===== config.mk =====
export PLATFORM = sky130hd
export DESIGN_NAME = sprite_edge_scanner
export DESIGN_NICKNAME = d
export VERILOG_FILES = /design/src/rtl/sprite_edge_scanner.sv
export SDC_FILE = /design/constraint.sdc
export NUM_CORES = 1
export LEC_CHECK = 0
export CORE_UTILIZATION = 35
export CTS_CLUSTER_SIZE = 12
export DETAILED_ROUTE_END_ITERATION = 16
export PLACE_DENSITY_LB_ADDON = 0.3
export SLEW_MARGIN = 20
export SYNTH_ARGS = -nofsm -noshare
export SYNTH_HDL_FRONTEND = slang
export SYNTH_SLANG_ARGS = --single-unit

===== constraint.sdc =====
create_clock -name clk -period 18.8 [get_ports clk]
set_input_delay 2.82 -clock clk [delete_from_list [all_inputs] [get_ports clk]]
set_output_delay 2.82 -clock clk [all_outputs]
set_load 0.02 [all_outputs]

===== src/rtl/sprite_edge_scanner.sv =====
// Sprite edge scanner: walks the four edges of a sprite box, fetches each
// background pixel from a synchronous frame memory and streams colour,
// coordinates and edge tag with a fixed two-cycle latency from issue.
module sprite_edge_scanner #(
   parameter int unsigned SPRITE_SIZE = 16,
   parameter int unsigned SCREEN_W    = 640,
   parameter int unsigned SCREEN_H    = 480,
   parameter int unsigned ADDR_W      = 19,
   parameter logic [23:0] OOB_COLOR   = 24'hFFFFFF
) (
   input  logic              clk,
   input  logic              rst,
   input  logic              start,
   input  logic [9:0]        ancora_sp_X,
   input  logic [9:0]        ancora_sp_Y,
   output logic              mem_rd,
   output logic [ADDR_W-1:0] mem_addr,
   input  logic [23:0]       mem_data,
   output logic [7:0]        R_bg,
   output logic [7:0]        G_bg,
   output logic [7:0]        B_bg,
   output logic [9:0]        ancora_bg_X,
   output logic [9:0]        ancora_bg_Y,
   output logic              pix_valid,
   output logic [1:0]        edge_id,
   output logic              busy,
   output logic              done
);

   localparam int unsigned IDX_W = (SPRITE_SIZE > 1) ? $clog2(SPRITE_SIZE) : 1;
   localparam logic [IDX_W-1:0] IDX_LAST = IDX_W'(SPRITE_SIZE - 1);
   localparam logic [10:0] SIDE_OFS = 11'(SPRITE_SIZE - 1);

   typedef enum logic [1:0] {
      StIdle,
      StScan,
      StDrain
   } state_e;

   // Control state
   state_e           state_q, state_d;
   logic [1:0]       edge_q, edge_d;
   logic [IDX_W-1:0] idx_q, idx_d;
   logic [9:0]       anc_x_q, anc_x_d;
   logic [9:0]       anc_y_q, anc_y_d;
   logic             drain_q, drain_d;
   logic             done_q, done_d;

   // Issue stage (cycle the read is presented to memory)
   logic              mem_rd_q, mem_rd_d;
   logic [ADDR_W-1:0] mem_addr_q, mem_addr_d;
   logic              s1_valid_q, s1_valid_d;
   logic              s1_oob_q, s1_oob_d;
   logic [9:0]        s1_x_q, s1_x_d;
   logic [9:0]        s1_y_q, s1_y_d;
   logic [1:0]        s1_edge_q, s1_edge_d;

   // Data-return stage (memory data valid during this stage)
   logic              s2_valid_q, s2_valid_d;
   logic              s2_oob_q, s2_oob_d;
   logic [9:0]        s2_x_q, s2_x_d;
   logic [9:0]        s2_y_q, s2_y_d;
   logic [1:0]        s2_edge_q, s2_edge_d;

   // Output registers
   logic              pix_valid_q, pix_valid_d;
   logic [23:0]       rgb_q, rgb_d;
   logic [9:0]        out_x_q, out_x_d;
   logic [9:0]        out_y_q, out_y_d;
   logic [1:0]        out_edge_q, out_edge_d;

   // Slot selected for issue this cycle
   logic              issue;
   logic [1:0]        slot_edge;
   logic [IDX_W-1:0]  slot_idx;
   logic [9:0]        slot_ax;
   logic [9:0]        slot_ay;
   logic [10:0]       slot_x;
   logic [10:0]       slot_y;
   logic              slot_oob;
   logic [ADDR_W-1:0] slot_addr;

   // FSM next-state: counters point at the slot presented on the memory bus
   always_comb begin
      state_d   = state_q;
      edge_d    = edge_q;
      idx_d     = idx_q;
      anc_x_d   = anc_x_q;
      anc_y_d   = anc_y_q;
      drain_d   = drain_q;
      done_d    = 1'b0;
      issue     = 1'b0;
      slot_edge = edge_q;
      slot_idx  = idx_q;
      slot_ax   = anc_x_q;
      slot_ay   = anc_y_q;
      case (state_q)
         StIdle: begin
            if (start) begin
               // First slot uses the live anchors so it issues in the cycle after start
               anc_x_d   = ancora_sp_X;
               anc_y_d   = ancora_sp_Y;
               edge_d    = 2'd0;
               idx_d     = '0;
               issue     = 1'b1;
               slot_edge = 2'd0;
               slot_idx  = '0;
               slot_ax   = ancora_sp_X;
               slot_ay   = ancora_sp_Y;
               state_d   = StScan;
            end
         end
         StScan: begin
            if (edge_q == 2'd3 && idx_q == IDX_LAST) begin
               state_d = StDrain;
               edge_d  = 2'd0;
               idx_d   = '0;
               drain_d = 1'b0;
            end else begin
               issue = 1'b1;
               if (idx_q == IDX_LAST) begin
                  idx_d  = '0;
                  edge_d = edge_q + 2'd1;
               end else begin
                  idx_d = idx_q + IDX_W'(1);
               end
               slot_edge = edge_d;
               slot_idx  = idx_d;
            end
         end
         StDrain: begin
            if (drain_q) begin
               state_d = StIdle;
               drain_d = 1'b0;
               done_d  = 1'b1;
            end else begin
               drain_d = 1'b1;
            end
         end
         default: state_d = StIdle;
      endcase
   end

   // Slot coordinates (11-bit, no wrap), screen bounds test and linear address
   always_comb begin
      logic [10:0] ax;
      logic [10:0] ay;
      logic [10:0] off;
      ax  = {1'b0, slot_ax};
      ay  = {1'b0, slot_ay};
      off = 11'(slot_idx);
      case (slot_edge)
         2'd0: begin
            slot_x = ax;
            slot_y = ay + off;
         end
         2'd1: begin
            slot_x = ax + SIDE_OFS;
            slot_y = ay + off;
         end
         2'd2: begin
            slot_x = ax + off;
            slot_y = ay + SIDE_OFS;
         end
         default: begin
            slot_x = ax + off;
            slot_y = ay;
         end
      endcase
      slot_oob  = (32'(slot_x) >= SCREEN_W) || (32'(slot_y) >= SCREEN_H);
      slot_addr = ADDR_W'(32'(slot_y) * SCREEN_W + 32'(slot_x));
   end

   // Issue and pipeline next-state; off-screen slots skip the read but keep their slot
   always_comb begin
      mem_rd_d   = issue & ~slot_oob;
      mem_addr_d = (issue && !slot_oob) ? slot_addr : mem_addr_q;
      s1_valid_d = issue;
      s1_oob_d   = slot_oob;
      s1_x_d     = slot_x[9:0];
      s1_y_d     = slot_y[9:0];
      s1_edge_d  = slot_edge;

      s2_valid_d = s1_valid_q;
      s2_oob_d   = s1_oob_q;
      s2_x_d     = s1_x_q;
      s2_y_d     = s1_y_q;
      s2_edge_d  = s1_edge_q;

      pix_valid_d = s2_valid_q;
      rgb_d       = rgb_q;
      out_x_d     = out_x_q;
      out_y_d     = out_y_q;
      out_edge_d  = out_edge_q;
      if (s2_valid_q) begin
         rgb_d      = s2_oob_q ? OOB_COLOR : mem_data;
         out_x_d    = s2_x_q;
         out_y_d    = s2_y_q;
         out_edge_d = s2_edge_q;
      end
   end

   // State registers with synchronous reset
   always_ff @(posedge clk) begin
      if (rst) begin
         state_q     <= StIdle;
         edge_q      <= 2'd0;
         idx_q       <= '0;
         anc_x_q     <= 10'd0;
         anc_y_q     <= 10'd0;
         drain_q     <= 1'b0;
         done_q      <= 1'b0;
         mem_rd_q    <= 1'b0;
         mem_addr_q  <= '0;
         s1_valid_q  <= 1'b0;
         s1_oob_q    <= 1'b0;
         s1_x_q      <= 10'd0;
         s1_y_q      <= 10'd0;
         s1_edge_q   <= 2'd0;
         s2_valid_q  <= 1'b0;
         s2_oob_q    <= 1'b0;
         s2_x_q      <= 10'd0;
         s2_y_q      <= 10'd0;
         s2_edge_q   <= 2'd0;
         pix_valid_q <= 1'b0;
         rgb_q       <= 24'd0;
         out_x_q     <= 10'd0;
         out_y_q     <= 10'd0;
         out_edge_q  <= 2'd0;
      end else begin
         state_q     <= state_d;
         edge_q      <= edge_d;
         idx_q       <= idx_d;
         anc_x_q     <= anc_x_d;
         anc_y_q     <= anc_y_d;
         drain_q     <= drain_d;
         done_q      <= done_d;
         mem_rd_q    <= mem_rd_d;
         mem_addr_q  <= mem_addr_d;
         s1_valid_q  <= s1_valid_d;
         s1_oob_q    <= s1_oob_d;
         s1_x_q      <= s1_x_d;
         s1_y_q      <= s1_y_d;
         s1_edge_q   <= s1_edge_d;
         s2_valid_q  <= s2_valid_d;
         s2_oob_q    <= s2_oob_d;
         s2_x_q      <= s2_x_d;
         s2_y_q      <= s2_y_d;
         s2_edge_q   <= s2_edge_d;
         pix_valid_q <= pix_valid_d;
         rgb_q       <= rgb_d;
         out_x_q     <= out_x_d;
         out_y_q     <= out_y_d;
         out_edge_q  <= out_edge_d;
      end
   end

   assign mem_rd      = mem_rd_q;
   assign mem_addr    = mem_addr_q;
   assign R_bg        = rgb_q[23:16];
   assign G_bg        = rgb_q[15:8];
   assign B_bg        = rgb_q[7:0];
   assign ancora_bg_X = out_x_q;
   assign ancora_bg_Y = out_y_q;
   assign pix_valid   = pix_valid_q;
   assign edge_id     = out_edge_q;
   assign busy        = (state_q != StIdle);
   assign done        = done_q;

endmodule


==> impl_metrics.tcl <==
set metrics [dict create \
    synth_edf_count 0 \
    cts_resized 0 \
    insertion_delay_ns 0.42 \
    initial_core_util_pct 36.3 \
    setup_tns_ns 0 \
    syn-cell-area_sq_um 6600 \
    ios 116 \
    root_buffer "clkbuf_16" \
    setup_violations 0 \
    syn_avg_cell_area_sq_um 9.30 \
    critPathTopFamily "compound AO/OA/AOI/OAI gates" \
    comb_power_share_pct 18.4 \
    worstSetupPathType "in -> reg" \
    drt_iter0_markers 236 \
    synthTopCellsByCount "dfxtp_1, nor2_1, nor2b_1" \
    via_per_inst 4.94 \
    vias 5202 \
    p_sw_share_pct 27.6 \
    power.switching_mw 0.227 \
    min_period_over_period_pct 44.7 \
    max_freq_mhz 119 \
    synthToLayoutAreaGrowth_pct 28.7 \
    slowest_stage "o21bai_1" \
    netlist_top_cells_area "dfxtp_1, mux2i_1, nor2_1" \
    die_y_um 139 \
    slew_headroom_pct 38.0 \
    slew_violations 0 \
    grt_pass1_wl_mm 24.8 \
    cts_hold_buf 0 \
    outcome "finished, final reports clean" \
    post_drt_wl_per_cell_um 14.4 \
    maxCapViolCount 0 \
    drc 0 \
    intPower_mw 0.596 \
    clock_skew_ns 0.00959 \
    finalCriticalPeriod_ns 8.40 \
    stdcell_area_sq_um 8500 \
    yosys.cell_count.top_type "dfxtp_1" \
    firstDrtPassIters 5 \
    grt_pass1_vias 4976 \
    yosysSeqAreaShare_pct 44.0 \
    rows 49 \
    worst_pin_slew_ns 0.930 \
    io_buffers 115 \
    finalHoldViolCount 0 \
    crit_arrival_ns 8.72 \
    holdWs_ns 0.433 \
    dpl_cell_area_sq_um 7900 \
    powerDensity_nw_per_um2 96.8 \
    netlist_instances 710 \
    cts_buffers 17 \
    cts_setup_buffers 0 \
    crit_required_ns 19.11 \
    crit_fanout 9 \
    p_seq_share_pct 40.6 \
    synthDominantCellAreaShare_pct 44.0 \
    place.gp.congestion 0.847 \
    chipWidth_um 139 \
    hpwl_mm 10.8 \
    clk_pin_slew_worst_paths_ns 0.06 \
    nets 889 \
    synth_nets 789 \
    grt-ovfl-total 0 \
    antenna_found_initial 0 \
    postRouteAntennaNets 0 \
    leakage_nw 3.41 \
    power_frac_clock_pct 41.0 \
    peakVddDrop_v 0.0000625 \
    start_kind "primary input" \
    critPathBufInv 3 \
    core-area_sq_um 18200 \
    antenna_cells 0 \
    synth_cell_types 65 \
    ys_async_sr_fraction_pct 0 \
    drive_above_1_share_pct 7.53 \
    endpoint_kind "flop" \
    drt-total-wl_mm 15.1 \
    netlist.top_cell.by_area "dfxtp_1" \
    die-area_sq_um 19400 \
    ys_ff_latch 145 \
    grt_max_degree 83 \
    yosysWarnings 0 \
    slowest_delay_ns 0.49 \
    grt_usage_pct 16.1 \
    worstPathCellList "clkdlybuf4s50_1 -> o21bai_1 -> o21ba_1 -> nand2b_1 -> mux2_2 -> nand2_1 -> ha_1 -> inv_1 -> fa_1 -> nand2b_1 -> a21oi_1 -> o2111ai_1 -> xnor2_2 -> inv_1 -> ha_1 -> ha_1 -> and2_1 -> a22o_1 -> o311ai_1 -> o211ai_1 -> nor4_1 -> nand2_1 -> xor2_1 -> a32o_1" \
    tritoncts "built" \
    crit_top_cell "ha_1" \
    cts_max_path_buffers 2 \
    synth_flop_cell "dfxtp_1" \
    h-tree-depth 4 \
    clock_sinks 145 \
    rsz0062_at_grt "no" \
    hp-class "reg -> reg" \
]
## path summary, 6_finish.rpt
path               from            to  slack (ns)  cells past startpoint
min          s1_valid_q   pix_valid_d        0.43                      1
max reg2reg   edge_q[0]  mem_addr[18]       12.59                     23
min reg2reg  s1_valid_q   pix_valid_d        0.43                      1
max               start  mem_addr[18]       10.40                     24
## power groups by stage
| stage | Clock [mW] | Combinational, mW | Sequential [mW] |
|---|---|---|---|
| 4_1_cts | 0.346 | 0.153 | 0.335 |
| 3_3_place_gp | 0 | 0.151 | 0.341 |
| 5_1_grt | 0.358 | 0.167 | 0.336 |
| 6_report | 0.337 | 0.151 | 0.334 |
| 3_5_place_dp | 0 | 0.152 | 0.341 |
| 2_1_floorplan | 0 | 0.0904 | 0.351 |
## area by class of cell
type	instances	area, sq um
Timing Repair Buffer	119	1180
Inverter	26	97.6
Multi-Input combinational cell	501	3440
Clock inverter	13	150
Tap cell	229	287
Clock buffer	19	443
Fill cell	1736	9710
Sequential cell	145	2900
## flip-flops by register name, indices dropped and copies added (netlist names), 10 cells and up
| register | count |
|---|---|
| anc_y_q | 10 |
| s2_y_q | 10 |
| ancora_bg_X | 10 |
| ancora_bg_Y | 10 |
| s1_y_q | 10 |
| s1_x_q | 10 |
| anc_x_q | 10 |
| s2_x_q | 10 |
| rgb_q | 24 |
| mem_addr | 19 |
## stage by stage
stage	total power, mW	utilization (%)	worst slack [ns]	cells
after global placement	0.493	43.4	10.29	1020
final	0.823	46.7	10.40	1052
after floorplan	0.442	-	10.96	710
after global routing	0.861	46.7	9.93	1052
after CTS	0.833	46.7	10.55	1052
after detailed placement	0.493	43.4	10.13	1020
## kinds of logic after synthesis
kind of cell / Yosys count / synth area share, %
simple gates: 253 / 18.6
flops: 145 / 44.0
compound gates: 134 / 14.4
buf+inv: 64 / 4.13
mux: 50 / 7.75
xor+xnor: 32 / 4.57
fa+ha+maj: 32 / 6.52
## cell usage in the layout (no fill, tap or decap), types with 7 or more instances in the layout
cell type          n
mux2_1             7
nand2b_1           8
inv_1             26
nand3_1           12
nor2b_1           47
o22ai_1           25
xor2_1            14
o21ai_0           13
clkdlybuf4s50_1  114
a211oi_1           8
nor2_1           107
dfxtp_1          144
a21oi_1           29
clkbuf_16         17
ha_1              28
nor3_1             7
nand2_1           35
mux2i_1           41
xnor2_1           16
## routing by layer
| metal | wire (um) | share of wire [%] | GRT usage, % | up-vias |
|---|---|---|---|---|
| li1 | - | - | - | 2656 |
| met1 | 7330 | 48 | 20.7 | 2414 |
| met2 | 6890 | 46 | 25.6 | 117 |
| met3 | 662 | 4.4 | 4.16 | 15 |
| met4 | 236 | 1.6 | 6.20 | 0 |
| met5 | 0 | 0 | 0 | - |
Power figures use the tool's default switching activity.
